--- src/rtl/serpent_pkg.sv ---
// serpent_pkg: shared constants, state encoding and index stepping for the Serpent subkey store
package serpent_pkg;
  localparam int NUM_SUBKEYS = 33;
  localparam int SK_W = 128;
  localparam int ADDR_W = 6;
  localparam logic [ADDR_W-1:0] LAST_IDX = ADDR_W'(NUM_SUBKEYS - 1);
  typedef enum logic [2:0] {IDLE, LOADING, READY, STREAM, ZERO} state_e;
  function automatic logic [ADDR_W-1:0] step_idx(input logic [ADDR_W-1:0] i, input logic dec);
    return dec ? i - 1'b1 : i + 1'b1;
  endfunction
endpackage

--- src/rtl/subkey_ram.sv ---
// subkey_ram: 33x128 single-write, single-read RAM with registered read port and no reset
module subkey_ram
  import serpent_pkg::*;
(
  input  logic              i_clk,
  input  logic              i_we,
  input  logic [ADDR_W-1:0] i_waddr,
  input  logic [SK_W-1:0]   i_wdata,
  input  logic              i_re,
  input  logic [ADDR_W-1:0] i_raddr,
  output logic [SK_W-1:0]   o_rdata
);
  logic [SK_W-1:0] mem_q [NUM_SUBKEYS];
  logic [SK_W-1:0] rd_q;
  always_ff @(posedge i_clk) begin
    if (i_we) mem_q[i_waddr] <= i_wdata;
    if (i_re) rd_q <= mem_q[i_raddr];
  end
  assign o_rdata = rd_q;
endmodule

--- src/rtl/serpent_subkey_store.sv ---
// serpent_subkey_store: captures 33 Serpent subkeys and replays them ascending or descending.
// Define SUBKEY_STORE_ZEROIZE_EN to add the i_zeroize RAM sweep and o_zeroize_busy.
module serpent_subkey_store
  import serpent_pkg::*;
(
  input  logic              i_clk,
  input  logic              i_rst,
  input  logic              i_load_begin,
  input  logic              i_wr_valid,
  input  logic [ADDR_W-1:0] i_wr_addr,
  input  logic [SK_W-1:0]   i_wr_subkey,
  input  logic              i_seq_start,
  input  logic              i_seq_decrypt,
  output logic              o_sk_valid,
  input  logic              i_sk_ready,
  output logic [SK_W-1:0]   o_sk_data,
  output logic [ADDR_W-1:0] o_sk_index,
  output logic              o_sk_last,
  output logic              o_keys_ready,
`ifdef SUBKEY_STORE_ZEROIZE_EN
  input  logic              i_zeroize,
  output logic              o_zeroize_busy,
`endif
  output logic              o_err
);
  state_e state_q, state_d;
  logic [NUM_SUBKEYS-1:0] bitmap_q, bitmap_d;
  logic err_q, err_d, dec_q, dec_d;
  logic [ADDR_W-1:0] idx_q, idx_d, zidx_q, step, rd_addr, wr_addr;
  logic zero_go, in_zero, load, wr_ok, wr_err, seq_ok, seq_err, hs, last, we, re;
  logic [SK_W-1:0] rd_data, wr_data;
`ifdef SUBKEY_STORE_ZEROIZE_EN
  assign zero_go = i_zeroize;
  assign in_zero = state_q == ZERO;
  assign o_zeroize_busy = in_zero;
  always_ff @(posedge i_clk) begin
    if (i_rst) zidx_q <= '0;
    else zidx_q <= zero_go ? '0 : in_zero ? zidx_q + 1'b1 : zidx_q;
  end
`else
  assign zero_go = 1'b0;
  assign in_zero = 1'b0;
  assign zidx_q = '0;
`endif
  assign load = i_load_begin && !in_zero;
  assign wr_ok = i_wr_valid && !load && !in_zero && state_q == LOADING && i_wr_addr <= LAST_IDX;
  assign wr_err = i_wr_valid && !load && !in_zero && !wr_ok;
  assign seq_ok = i_seq_start && !load && state_q == READY;
  assign seq_err = i_seq_start && !load && !in_zero && state_q != READY;
  assign hs = o_sk_valid && i_sk_ready;
  assign last = idx_q == (dec_q ? '0 : LAST_IDX);
  assign step = step_idx(idx_q, dec_q);
  // Prefetch the next entry on each handshake so beats arrive back to back
  assign rd_addr = seq_ok ? (i_seq_decrypt ? LAST_IDX : '0) : step;
  assign re = seq_ok || (hs && !last);
  assign we = wr_ok || in_zero;
  assign wr_addr = in_zero ? zidx_q : i_wr_addr;
  assign wr_data = in_zero ? '0 : i_wr_subkey;
  always_comb begin
    state_d = state_q;
    unique case (state_q)
      LOADING: if (&bitmap_q) state_d = READY;
      READY:   if (seq_ok) state_d = STREAM;
      STREAM:  if (hs && last) state_d = READY;
      ZERO:    if (zidx_q == LAST_IDX) state_d = IDLE;
      default: ;
    endcase
    if (load) state_d = LOADING;
    if (zero_go) state_d = ZERO;
  end
  always_comb begin
    bitmap_d = (load || zero_go || in_zero) ? '0
             : wr_ok ? bitmap_q | (NUM_SUBKEYS'(1) << i_wr_addr) : bitmap_q;
    err_d = load ? 1'b0 : err_q | wr_err | seq_err;
    idx_d = seq_ok ? rd_addr : (hs && !last) ? step : idx_q;
    dec_d = seq_ok ? i_seq_decrypt : dec_q;
  end
  always_ff @(posedge i_clk) begin
    if (i_rst) begin
      state_q <= IDLE;
      bitmap_q <= '0;
      err_q <= 1'b0;
      idx_q <= '0;
      dec_q <= 1'b0;
    end else begin
      state_q <= state_d;
      bitmap_q <= bitmap_d;
      err_q <= err_d;
      idx_q <= idx_d;
      dec_q <= dec_d;
    end
  end
  subkey_ram u_ram (
    .i_clk   (i_clk),
    .i_we    (we),
    .i_waddr (wr_addr),
    .i_wdata (wr_data),
    .i_re    (re),
    .i_raddr (rd_addr),
    .o_rdata (rd_data)
  );
  assign o_sk_valid = state_q == STREAM;
  assign o_sk_data = o_sk_valid ? rd_data : '0;
  assign o_sk_index = o_sk_valid ? idx_q : '0;
  assign o_sk_last = o_sk_valid && last;
  assign o_keys_ready = state_q == READY || state_q == STREAM;
  assign o_err = err_q;
endmodule

--- config.mk ---
export PLATFORM = sky130hd
export DESIGN_NAME = serpent_subkey_store
export DESIGN_NICKNAME = d
export VERILOG_FILES = /design/src/rtl/serpent_pkg.sv /design/src/rtl/subkey_ram.sv /design/src/rtl/serpent_subkey_store.sv
export SDC_FILE = /design/constraint.sdc
export NUM_CORES = 2
export LEC_CHECK = 0
export CAP_MARGIN = 5
export CELL_PAD_IN_SITES_DETAIL_PLACEMENT = 0
export CELL_PAD_IN_SITES_GLOBAL_PLACEMENT = 1
export CORE_MARGIN = 3
export CORE_UTILIZATION = 54
export CTS_CLUSTER_DIAMETER = 50
export CTS_CLUSTER_SIZE = 30
export DETAILED_ROUTE_END_ITERATION = 8
export GPL_ROUTABILITY_DRIVEN = 0
export PLACE_DENSITY_LB_ADDON = 0.2
export SLEW_MARGIN = 20
export SYNTH_ARGS = -nofsm -noshare
export SYNTH_HDL_FRONTEND = slang
export SYNTH_MEMORY_MAX_BITS = 65536
export SYNTH_SLANG_ARGS = --single-unit
export TNS_END_PERCENT = 100
--- constraint.sdc ---
create_clock -name i_clk -period 25.5 [get_ports i_clk]
set_input_delay 5.1 -clock i_clk [delete_from_list [all_inputs] [get_ports i_clk]]
set_output_delay 5.1 -clock i_clk [all_outputs]
set_load 0.02 [all_outputs]
# Word level (Yosys, flattened, before mapping)
# Memory sizes are Yosys's and may differ from the RTL's. A register that Yosys moved wholly into a read port is not among the register bits.
# Index checks and enable logic that the tools add are counted.
[totals]
register_bits = 44
latch_bits = 0
ram_bits = 4224
mem_bits_ro = 0
input_bits = 141
output_inout_bits = 138
word_cells = 63
n_memories = 1
[classes]
addsub = 2
n_mul = 0
div_mod_pow = 0
magnitude_cmp = 1
n_eq_ne = 11
shifts = 1
mux = 15
n_bitwise = 3
n_reduce_logical = 23
[mem_list]
columns = ["name", "words", "word_bits", "read_ports", "rd_ports_with_merged_regs", "write_ports", "line", "text"]
rows = [
  ["u_ram.mem_q", 33, 128, 1, 1, 1, "subkey_ram.sv:13", "logic [SK_W-1:0] mem_q [NUM_SUBKEYS];"],
]
[ops]
columns = ["operator", "count"]
rows = [
  ["2-to-1 mux 128 bit", 1],
  ["2-to-1 mux 6 bit", 7],
  ["bitwise OR 33 bit", 1],
  ["AND reduction 33 bit", 1],
  ["left shift 1 x 6 -> 33 bit (first input constant)", 1],
  ["logical AND 1 bit", 11],
  ["2-to-1 mux 3 bit", 3],
  ["inequality test 3 x 2 -> 1 bit (second input constant)", 3],
  ["one-hot mux 3 bit (3 select lines)", 1],
  ["AND reduction 4 bit", 2],
  ["adder 6 x 1 -> 6 bit (second input constant)", 1],
  ["== test 3 x 2 -> 1 bit (second input constant)", 2],
  ["== test 6 bit", 1],
  ["less-or-equal comparator 6 bit (second input constant)", 1],
  ["subtractor 6 x 1 -> 6 bit (second input constant)", 1],
  ["inequality test 2 x 1 -> 1 bit (second input constant)", 2],
  ["nonzero test 4 bit", 1],
  ["== test 3 x 1 -> 1 bit (second input constant)", 1],
  ["logical NOT 1 bit", 3],
  ["2-to-1 mux 1 bit", 3],
  ["inequality test 3 bit (second input constant)", 1],
  ["nonzero test 3 bit", 1],
  ["logical OR 1 bit", 2],
  ["inequality test 2 bit (second input constant)", 1],
  ["3 further kinds", 4],
]

# Depth between registers and ports, before layout
[depth]
word_depth = 8
mapped_depth = 13
ltp_nobuf = 8

# Hierarchy
# A second synthesis with hierarchy kept.
[hier_totals]
hier_cells = 7749
hier_area_um2 = 168302.7
[by_module_without_submodules]
columns = ["mod", "instances", "cells_each", "area_per_inst_um2", "seq_area_each_um2"]
rows = [
  ["subkey_ram", 1, 7366, 165476.2, 130685.3],
  ["serpent_subkey_store", 1, 383, 2826.5, 860.8],
]

# Least setup slack after synthesis
# Ideal clock, no wire load.
[synth_timing]
kind = "in2reg"
from = "input i_wr_addr[0]"
to = "memory u_ram.mem_q[32][0], enable pin"
setup_ns = 0.977
arrival_ns = 18.854
required_time_ns = 24.523
path_slack_ns = 5.669
cell_stages = 4
n_path_buf = 1
path_cell_list = "or2_2 -> clkbuf_1 -> nand2b_1 -> nor4b_1"
[synth_between]
elab_chain_cells = 4
[synth_lines]
columns = ["item", "line", "text"]
rows = [
  ["start, declared", "serpent_subkey_store.sv:10", "input logic [ADDR_W-1:0] i_wr_addr,"],
  ["less-or-equal comparator 6 bit", "serpent_subkey_store.sv:46", "assign wr_ok = i_wr_valid && !load && !in_zero && state_q == LOADING && i_wr_addr <= LAST_IDX;"],
  ["logical AND 1 bit", "serpent_subkey_store.sv:46", ""],
  ["2-to-1 mux 1 bit", "subkey_ram.sv:16", "if (i_we) mem_q[i_waddr] <= i_wdata;"],
  ["2-to-1 mux 1 bit (not written as such)", "subkey_ram.sv:16", ""],
  ["end, declared", "subkey_ram.sv:13", ""],
]
# Several ways; a longest one is shown, not always the timed one.

# Final worst setup path
[layout_timing]
from = "register idx_q[0]"
to = "output o_sk_index[0]"
[layout_between]
elab_chain_cells = 1
[layout_lines]
columns = ["item", "line", "text"]
rows = [
  ["start, declared", "serpent_subkey_store.sv:29", "logic [ADDR_W-1:0] idx_q, idx_d, zidx_q, step, rd_addr, wr_addr;"],
  ["start signal, assigned", "serpent_subkey_store.sv:89", "idx_q <= idx_d;"],
  ["2-to-1 mux 6 bit", "serpent_subkey_store.sv:104", "assign o_sk_index = o_sk_valid ? idx_q : '0;"],
  ["end, declared", "serpent_subkey_store.sv:17", "output logic [ADDR_W-1:0] o_sk_index,"],
]
# No other way between the ends.

==> impl_metrics.tcl <==
set metrics [dict create \
    post_cts_buffers 0 \
    nNetsFinal 11100 \
    worstSetupPathType "reg -> out" \
    rows 208 \
    drc 0 \
    initial_utilization_pct 54.3 \
    switchingPower_uw 3300 \
    io_pins 279 \
    hold_buffers 0 \
    timing.fmax_mhz 105 \
    dp.cells 14800 \
    clock_latency_ns 0.99 \
    fin_skew_ns 0.0458 \
    post_drt_wl_per_cell_um 34.6 \
    finalHoldViolCount 0 \
    synth-main-ff-cell "edfxtp_1" \
    syn_inst 10900 \
    firstDrtPassIters 6 \
    synthDistinctLibCells 85 \
    sw_frac_of_total_pct 22.2 \
    period_share_pct 37.5 \
    dpl.hpwl_mm 264 \
    grt_max_degree 169 \
    final_layout_size_suffix_gt1_share_pct 13.4 \
    die_w_um 575 \
    tritoncts "yes" \
    clock_power_share_pct 44.0 \
    routed_wirelength_mm 542 \
    ys_ff_latch 4395 \
    antenna_left 0 \
    p_per_area_nw_per_um2 75.7 \
    grt.overflow.total 0 \
    cts_sinks 4395 \
    setup_viol 0 \
    vias 108000 \
    grt_pass1_vias 105000 \
    combPwrFrac_pct 2.5 \
    grt_usage_pct 32.1 \
    cts.htree.levels 5 \
    clock_tree.buffer_depth 4 \
    status "complete, no violations" \
    die_height_um 575 \
    cts_buffers 418 \
    area_growth_syn_to_layout_pct 12.4 \
    critPathCaptureType "output port" \
    peakVddDrop_uv 71.8 \
    p_int_uw 11600 \
    required_ns 20.40 \
    grt_pass1_wl_mm 767 \
    antenna_found_initial 56 \
    port-buffer-count 278 \
    drt_iter0_markers 15400 \
    ys_warn_count 0 \
    finalNonFillerCells 15600 \
    p_leak_uw 0.0596 \
    power_frac_seq_pct 53.5 \
    start_kind "flop" \
    cts_resized 0 \
    timing.final.max_slew_violations 0 \
    cp.arrival_ns 4.46 \
    seq_area_frac_synth_pct 75.4 \
    die_area_um2 330000 \
    finalSetupTns_ns 0 \
    syn_nets 11000 \
    synth_edf_count 4352 \
    power.total_uw 14900 \
    synth_area_um2 175000 \
    tightest_slew_ns 1.20 \
    path_max_fanout 119 \
    maxSlewHeadroom_pct 18.7 \
    core_um2 321000 \
    vias_per_cell 6.88 \
    cts.reportedPaths.clkPinSlew_ns 0.08 \
    cts-root-buf "clkbuf_16" \
    rsz0062_at_grt "no" \
    cap_violations 0 \
    async_flop_share_pct 0 \
    hp-class "reg -> reg" \
    syn_area_per_cell_um2 16.1 \
    layout_min_cycle_time_ns 9.56 \
]
==> flip-flops by register name (all words and copies together), names as in the netlist <==
signal         count
u_ram.mem_q     4224
u_ram.o_rdata    128
bitmap_q          33
idx_q              6
state_q            2
dec_q              1
o_err              1
==> area by class of cell <==
| cell class | instances | area [µm²] |
|---|---|---|
| clock buffer | 445 | 10600 |
| antenna | 30 | 75.1 |
| timing repair buffer | 537 | 4840 |
| inverter | 12 | 67.6 |
| tap | 4305 | 5390 |
| multi-input combinational | 5576 | 39500 |
| sequential | 4395 | 132000 |
| clock inverter | 337 | 4020 |
| fill | 23200 | 125000 |
==> layout by cell type (no fill, tap or decap), types with 291 or more instances in the layout <==
master     instances
nand2_1          340
edfxtp_1        4352
o22ai_1          504
a21oi_1          336
a211oi_1         425
mux2i_1          519
clkbuf_16        422
nor2_1           291
o21ai_0          530
mux2_2           294
==> cell families after synthesis <==
| group | after synthesis | synth area share, % |
|---|---|---|
| muxes | 841 | 5.22 |
| buffers and inverters | 887 | 2.27 |
| AOI/OAI and AO/OA | 3042 | 12.1 |
| adders and majority gates | 9 | 0.0688 |
| DFF | 4395 | 75.4 |
| and+or+nand+nor | 1680 | 4.93 |
| xor gates and xnor gates | 4 | 0.0201 |
==> critical path: stages, from the launching register on <==
cell and delay (ns):
dfxtp_4 0.77, buf_12 0.65, inv_8 0.25, nor2_1 0.89, clkdlybuf4s50_1 0.77
==> per-stage QoR <==
step | utilization (%) | hold slack [ns] | instance area, µm² | setup WS (ns)
floorplan | - | 0.433 | 175000 | 5.67
global placement | 56.5 | 0.440 | 182000 | 15.05
detailed placement | 56.5 | 0.450 | 182000 | 15.01
CTS | 61.1 | 0.469 | 196000 | 15.98
global route | 61.0 | 0.486 | 196000 | 15.82
finish | 61.0 | 0.466 | 196000 | 15.94
==> power groups by stage <==
stage          Sequential [µW]  Combinational [µW]  Clock [µW]
2_1_floorplan             8100                 171           0
3_3_place_gp              8110                 358           0
3_5_place_dp              8110                 370           0
4_1_cts                   7950                 371        6590
5_1_grt                   7950                 395        6890
6_report                  7950                 372        6530
==> metal layers <==
layer	wire, µm	up-vias	share of wire (%)	global-route usage (%)
met4	19700	20	3.6	11.1
met2	257000	6648	47	51.3
met3	55800	1104	10	5.92
met1	209000	55500	39	44.5
li1	-	44300	-	-
met5	148	-	0.027	0
==> Yosys cell counts (35+ instances only) <==
master / number / area share [%]
o221ai_1: 105 / 0.53
and2_1: 205 / 0.73
a31oi_1: 152 / 0.54
nand3_1: 78 / 0.22
nor2_1: 322 / 0.69
a21oi_1: 336 / 0.96
o22ai_1: 504 / 1.8
o211ai_1: 86 / 0.37
o21a_1: 62 / 0.27
buf_2: 281 / 0.81
mux2i_1: 520 / 3.0
o21ai_0: 530 / 1.5
nand4_1: 35 / 0.13
nor3_1: 163 / 0.47
and3_1: 88 / 0.32
a221oi_1: 119 / 0.60
edfxtp_1: 4352 / 75
nor2b_1: 175 / 0.63
buf_4: 43 / 0.18
o31ai_1: 51 / 0.22
o2bb2ai_1: 117 / 0.59
nor4_1: 69 / 0.25
clkbuf_1: 482 / 1.0
dfxtp_1: 43 / 0.49
a22oi_1: 65 / 0.28
a2111oi_0: 100 / 0.50
mux2_2: 295 / 1.9
a211oi_1: 425 / 1.8
nand2_1: 347 / 0.75
nand2b_1: 111 / 0.40
a221o_1: 69 / 0.40
buf_1: 52 / 0.11
==> final timing paths <==
kind / from / endpoint / slack, ns / cells after the start
worst max-delay path: idx_q[0] / o_sk_index[0] / 15.94 / 4
worst min-delay path: bitmap_q[16] / bitmap_q[16] / 0.47 / 1
worst max register to register: idx_q[0] / u_ram.o_rdata[34] / 18.00 / 12
worst min register to register: bitmap_q[16] / bitmap_q[16] / 0.47 / 1
(Power assumes the default switching activity.)
